$ cat src/rtl/can_clic_arb.sv
// Registered priority arbiter for the CAN-CLIC interrupt controller.
// The top entry is the threshold; a source interrupts only by strictly beating it.
module can_clic_arb #(
    parameter  int N_ENTRIES = 4,
    parameter  int PRIO_W    = 3,
    localparam int IDX_W     = $clog2(N_ENTRIES)
) (
    input  logic                        clk,
    input  logic                        reset,
    input  logic [N_ENTRIES*PRIO_W-1:0] entries,
    output logic                        is_interrupt,
    output logic [IDX_W-1:0]            index
);

    localparam logic [IDX_W-1:0] THR_IDX = IDX_W'(N_ENTRIES - 1);

    logic [PRIO_W-1:0] win_val_s;
    logic [IDX_W-1:0]  win_idx_s;
    logic              is_interrupt_d;
    logic              is_interrupt_q;
    logic [IDX_W-1:0]  index_d;
    logic [IDX_W-1:0]  index_q;

    // Winner scan: ">=" lets the later (higher) index take ties, so the threshold wins ties.
    always_comb begin
        win_val_s = entries[0 +: PRIO_W];
        win_idx_s = {IDX_W{1'b0}};
        for (int k = 1; k < N_ENTRIES; k++) begin
            if (entries[k*PRIO_W +: PRIO_W] >= win_val_s) begin
                win_val_s = entries[k*PRIO_W +: PRIO_W];
                win_idx_s = IDX_W'(k);
            end else begin
                win_val_s = win_val_s;
                win_idx_s = win_idx_s;
            end
        end
    end

    // Next-state decision derived from the winner.
    always_comb begin
        is_interrupt_d = (win_idx_s != THR_IDX);
        index_d        = win_idx_s;
    end

    // Output registers with synchronous reset taking priority.
    always_ff @(posedge clk) begin
        if (reset) begin
            is_interrupt_q <= 1'b0;
            index_q        <= THR_IDX;
        end else begin
            is_interrupt_q <= is_interrupt_d;
            index_q        <= index_d;
        end
    end

    assign is_interrupt = is_interrupt_q;
    assign index        = index_q;

endmodule

$ cat config.mk
export PLATFORM = sky130hd
export DESIGN_NAME = can_clic_arb
export DESIGN_NICKNAME = d
export VERILOG_FILES = /design/src/rtl/can_clic_arb.sv
export SDC_FILE = /design/constraint.sdc
export NUM_CORES = 1
export LEC_CHECK = 0
export ABC_AREA = 1
export CAP_MARGIN = 20
export CORE_AREA = 5 5 42 44
export CTS_CLUSTER_SIZE = 25
export DETAILED_ROUTE_END_ITERATION = 8
export DIE_AREA = 0 0 47 49
export GPL_TIMING_DRIVEN = 1
export PLACE_DENSITY = 0.61
export REMOVE_ABC_BUFFERS = 1
export SLEW_MARGIN = 20
export SYNTH_ARGS = -nofsm -noshare
export SYNTH_HDL_FRONTEND = slang
export SYNTH_SLANG_ARGS = --single-unit
$ cat constraint.sdc
create_clock -name clk -period 3.6 [get_ports clk]
set_clock_uncertainty 0.15 [all_clocks]
set_input_delay 0.72 -clock clk [delete_from_list [all_inputs] [get_ports clk]]
set_output_delay 0.72 -clock clk [all_outputs]
set_load 0.01 [all_outputs]
---- Word level (Yosys, flattened, before mapping) ----
Cells that the tools add are included.
Widths: inputs -> output; s select.
storage, ports and cells
  bits in registers ....................... 3
  bits in latches ......................... 0
  RAM bits ................................ 0
  ROM bits ................................ 0
  input port bits ......................... 14
  output and inout port bits .............. 3
  logic and storage cells ................. 11
  memories kept ........................... 0
operators by class
  add/sub/neg operators ................... 0
  multiply operators ...................... 0
  div/mod/pow operators ................... 0
  $lt $le $gt $ge ......................... 3
  equality and inequality tests ........... 1
  shift operators ......................... 0
  multiplexer cells ....................... 5
  bitwise gates (word level) .............. 0
  reduce and logical (&&, ||, !) cells .... 0
operator list
  kind                count
  $ge 3x3->1          3
  $mux 3              2
  $mux 2              2
  $ne 2x2->1 const B  1
  $mux 1              1

---- Longest topological paths before layout ----
  depth after elaboration ................. 7
  mapped depth ............................ 20
  gate-level depth less buffers ........... 20

---- Least setup slack after synthesis ----
OpenSTA, ideal clock, no wires.
  path kind ............................... input to register
  start point ............................. input entries[2]
  end point ............................... register index_q[1], in the netlist index[1]
  library setup time ...................... 0.121 ns
  arrival time ............................ 2.983 ns
  data required time ...................... 3.329 ns
  path slack .............................. 0.346 ns
  cell stages on the path ................. 17
  buffers on the path ..................... 0
  cell sequence ........................... inv_1 > ha_1 > a21oi_4 > nand3_1 > and2_1 > ha_1 > nand2_1 > inv_1 > a21oi_2 > inv_1 > nand2_1 > nand2_1 > ha_1 > a21oi_1 > o211ai_1 > nor2_1 > nand2_1
on the way
  longest elaborated chain between the ends .. 6
  elaborated cells between the ends (all ways) .. 7
  classes of those cells .................. 3 x order compare; 4 x mux
ends and longest elaborated chain
  element               line  source
  from (decl)           10    input logic [N_ENTRIES*PRIO_W-1:0] entries,
  $ge 3x3->1            29    if (entries[k*PRIO_W +: PRIO_W] >= win_val_s) begin
  $mux 3 (*)            29
  $ge 3x3->1            29
  $mux 3                29
  $ge 3x3->1            29
  $mux 2 (*)            29
  to (signal assigned)  52    index_q <= index_d;
  to (decl)             22    logic [IDX_W-1:0] index_q;
Mark *: on every way between the ends. The rest lies on a longest branch, timed or not.
A chain may end at the register's enable or synchronous reset.

---- Worst setup path after layout ----
  start point ............................. input entries[3]
  end point ............................... register index_q[0], in the netlist index[0]
on the way
  longest elaborated chain between the ends .. 6
  elaborated cells between the ends (all ways) .. 8
  classes of those cells .................. 3 x order compare; 5 x mux
ends and longest elaborated chain
  element     line
  $ge 3x3->1  29
  $mux 3      29
  $ge 3x3->1  29
  $mux 3      29
  $ge 3x3->1  29
  $mux 2 (*)  29
Marks and branches as above.

==> metrics.cfg <==
[cts]
cts_buffer_depth = 2
cts_tree = done
cts_inserted_buffers = 3
numClockSinks = 3
root_buffer = clkbuf_4
cts_hold_buf = 0
path_clk_slew_ns = 0.04
cts_htree_levels = 1

[route]
vias = 482
route.detailed.drc = 0
routed_wl_um = 1059
dr.pass1.iters = 2
vias_per_cell = 4.382
wire_per_inst_um = 9.627
drtIter0Drc = 1
ant_nets = 0

[timing]
tightest_slew_ns = 0.2181
min_period_ns = 3.428
finalCritPeriodShare_pct = 95.21
hold_violations = 0
slew_violations = 0
setup_viol = 0
max_freq_mhz = 291.8
relSlewSlack_pct = 85.43

[synthesis]
synth-seq-area-share_pct = 14.68
avgSynthCellArea_sq_um = 6.599
ys_async_sr_fraction_pct = 0
synth.distinct_cells = 13
ys.flop_type = dfxtp_1
yosys.area.top_type = ha_1
synth_top_area_share_pct = 27.52
synth_edf_count = 0
yosysMostFrequentCell = nand2_1
synth_warnings = 0
ys_ff_latch = 3
synthTopCellsByArea = ha_1 28%, nand2_1 17%, dfxtp_1 15%
synthTopCellsByCount = 19 x nand2_1, 14 x inv_1, 9 x ha_1
synth_area_sq_um = 409.1
synthCells = 62

[setup_path]
cp.required_ns = 3.58
critPathKind = input port to flop
path_cells = clkdlybuf4s50_1, inv_1, ha_1, inv_1, nand2_2, nand2_4, nand2_4, nand2_1, and2_1, ha_1, inv_1, nand2_2, a21oi_4, buf_6, nand3_1, nand2_1, ha_1, nand3_1, o211ai_1, nor2_2, nand2_1
end_kind = flop
crit_fanout = 4
cp_slowest_cell = clkdlybuf4s50_1
cp_data_arrival_time_ns = 3.41
cpPeakStageDelay_ns = 0.45
worst_setup_path_start_kind = input port

[final_layout]
n_fill_cell = 145
drive_gt1_share_pct = 30.85
insertedDiodeCount = 0
nNetsFinal = 118
areaGrowthSynthToFinish_pct = 91.74
final_area_sq_um = 784.5

[placed_design]
hpwl_um = 803.5
gp_congestion = 0.6941
numPortBuffers = 16
post_dp_cell_area_sq_um = 664.4

[global_routing]
met2_usage_pct = 15.61
grt_pass1_vias = 420
grt_util_met3_pct = 5.166
met1_usage_pct = 10.02
grtUsageTotal_pct = 9.902
antenna_found_initial = 0
top_usage_layer = met2
grt_remaining_overflow = 0
grt_max_degree = 5
grt_pass1_wl_um = 1642

[floorplanning]
die_area_sq_um = 2303
die_w_um = 47
core_area_sq_um = 1401
initial_utilization_pct = 29.20
pin_count = 17
fp.dieH_um = 49
num_rows = 14

[hold_path]
hold_class = input port to flop

[power_and_ir_drop]
ir_worst_vdd_v = 0.0002021
total_power_mw = 0.2618
powerDensity_nw_per_um2 = 333.7
p_leak_nw = 0.4255

[status]
status = complete, no violations

[flow_run]
max-cap-violations = 0

-- sequential cells by signal, indices dropped and copies added, names as in the netlist --
register / flops
index: 2
is_interrupt: 1
-- power breakdown --
group          internal [mW]  leakage, nW  switching, mW
Clock                 0.0417       0.0150         0.0200
Combinational         0.0864        0.386         0.0709
Sequential            0.0413       0.0249        0.00154
-- final timing paths --
kind | start | endpoint | slack [ns] | cells past startpoint
min | reset | is_interrupt | 0.90 | 2
max | entries[3] | index[0] | 0.17 | 21
-- per-stage QoR --
stage	std cells	hold slack (ns)	setup WS, ns	setup TNS [ns]	util, %
floorplan	62	0.6657	0.3458	0	-
global placement	104	1.152	-0.2948	-0.7884	47.41
detailed placement	104	1.154	-0.3213	-0.8652	47.41
CTS	109	0.8894	0.005760	0	51.61
global route	110	0.9020	-0.01732	-0.01770	55.98
finish	110	0.9027	0.1725	0	55.98
-- critical path: cells and delay by family --
kind | cells | cell delay [ns]
and+or+nand+nor | 11 | 0.90
adders and majority gates | 3 | 0.75
buffers and inverters | 5 | 0.73
AOI/OAI and AO/OA | 2 | 0.29
-- placed cells by master, fill, tap and decap left out --
cell	netlist	layout
a21oi_1	1	1
a21oi_4	1	2
and2_1	3	3
buf_4	0	11
buf_6	0	1
clkbuf_1	0	1
clkbuf_4	0	3
clkdlybuf4s50_1	0	13
dfxtp_1	3	3
dlymetal6s2s_1	0	3
ha_1	9	6
ha_4	0	3
inv_1	14	12
inv_2	0	2
nand2_1	19	17
nand2_2	1	2
nand2_4	1	2
nand3_1	7	5
nand3_2	0	2
nor2_2	0	1
o211ai_1	1	1
-- area by class of cell --
type | instances | area, sq um | share of cell area, %
Clock buffer | 4 | 26.28 | 3.349
Timing Repair Buffer | 28 | 261.5 | 33.33
Multi-Input combinational cell | 45 | 364.1 | 46.41
Tap cell | 16 | 20.02 | 2.552
Inverter | 14 | 52.55 | 6.699
Sequential cell | 3 | 60.06 | 7.656
-- cell families after synthesis --
logic type	after synthesis	share of synthesized area [%]
AO/OA/AOI/OAI	4	9.175
buffers and inverters	14	12.84
adder cells (fa/ha/maj)	9	27.52
flip-flops	3	14.68
AND/OR/NAND/NOR	32	35.78
-- what timing repair did --
| action | CTS | global route |
|---|---|---|
| buffers inserted | 1 | 1 |
| gates resized for setup | 3 | 13 |
| setup endpoints to repair | 2 | 3 |
| pin swaps | 3 | 4 |
-- layer usage --
layer	share of wire (%)	routed length, um	up-vias
li1	-	-	258
met1	37	387	210
met5	0	0	-
met4	0.94	10	0
met3	7.6	81	3
met2	55	579	11
(Power assumes the default switching activity.)
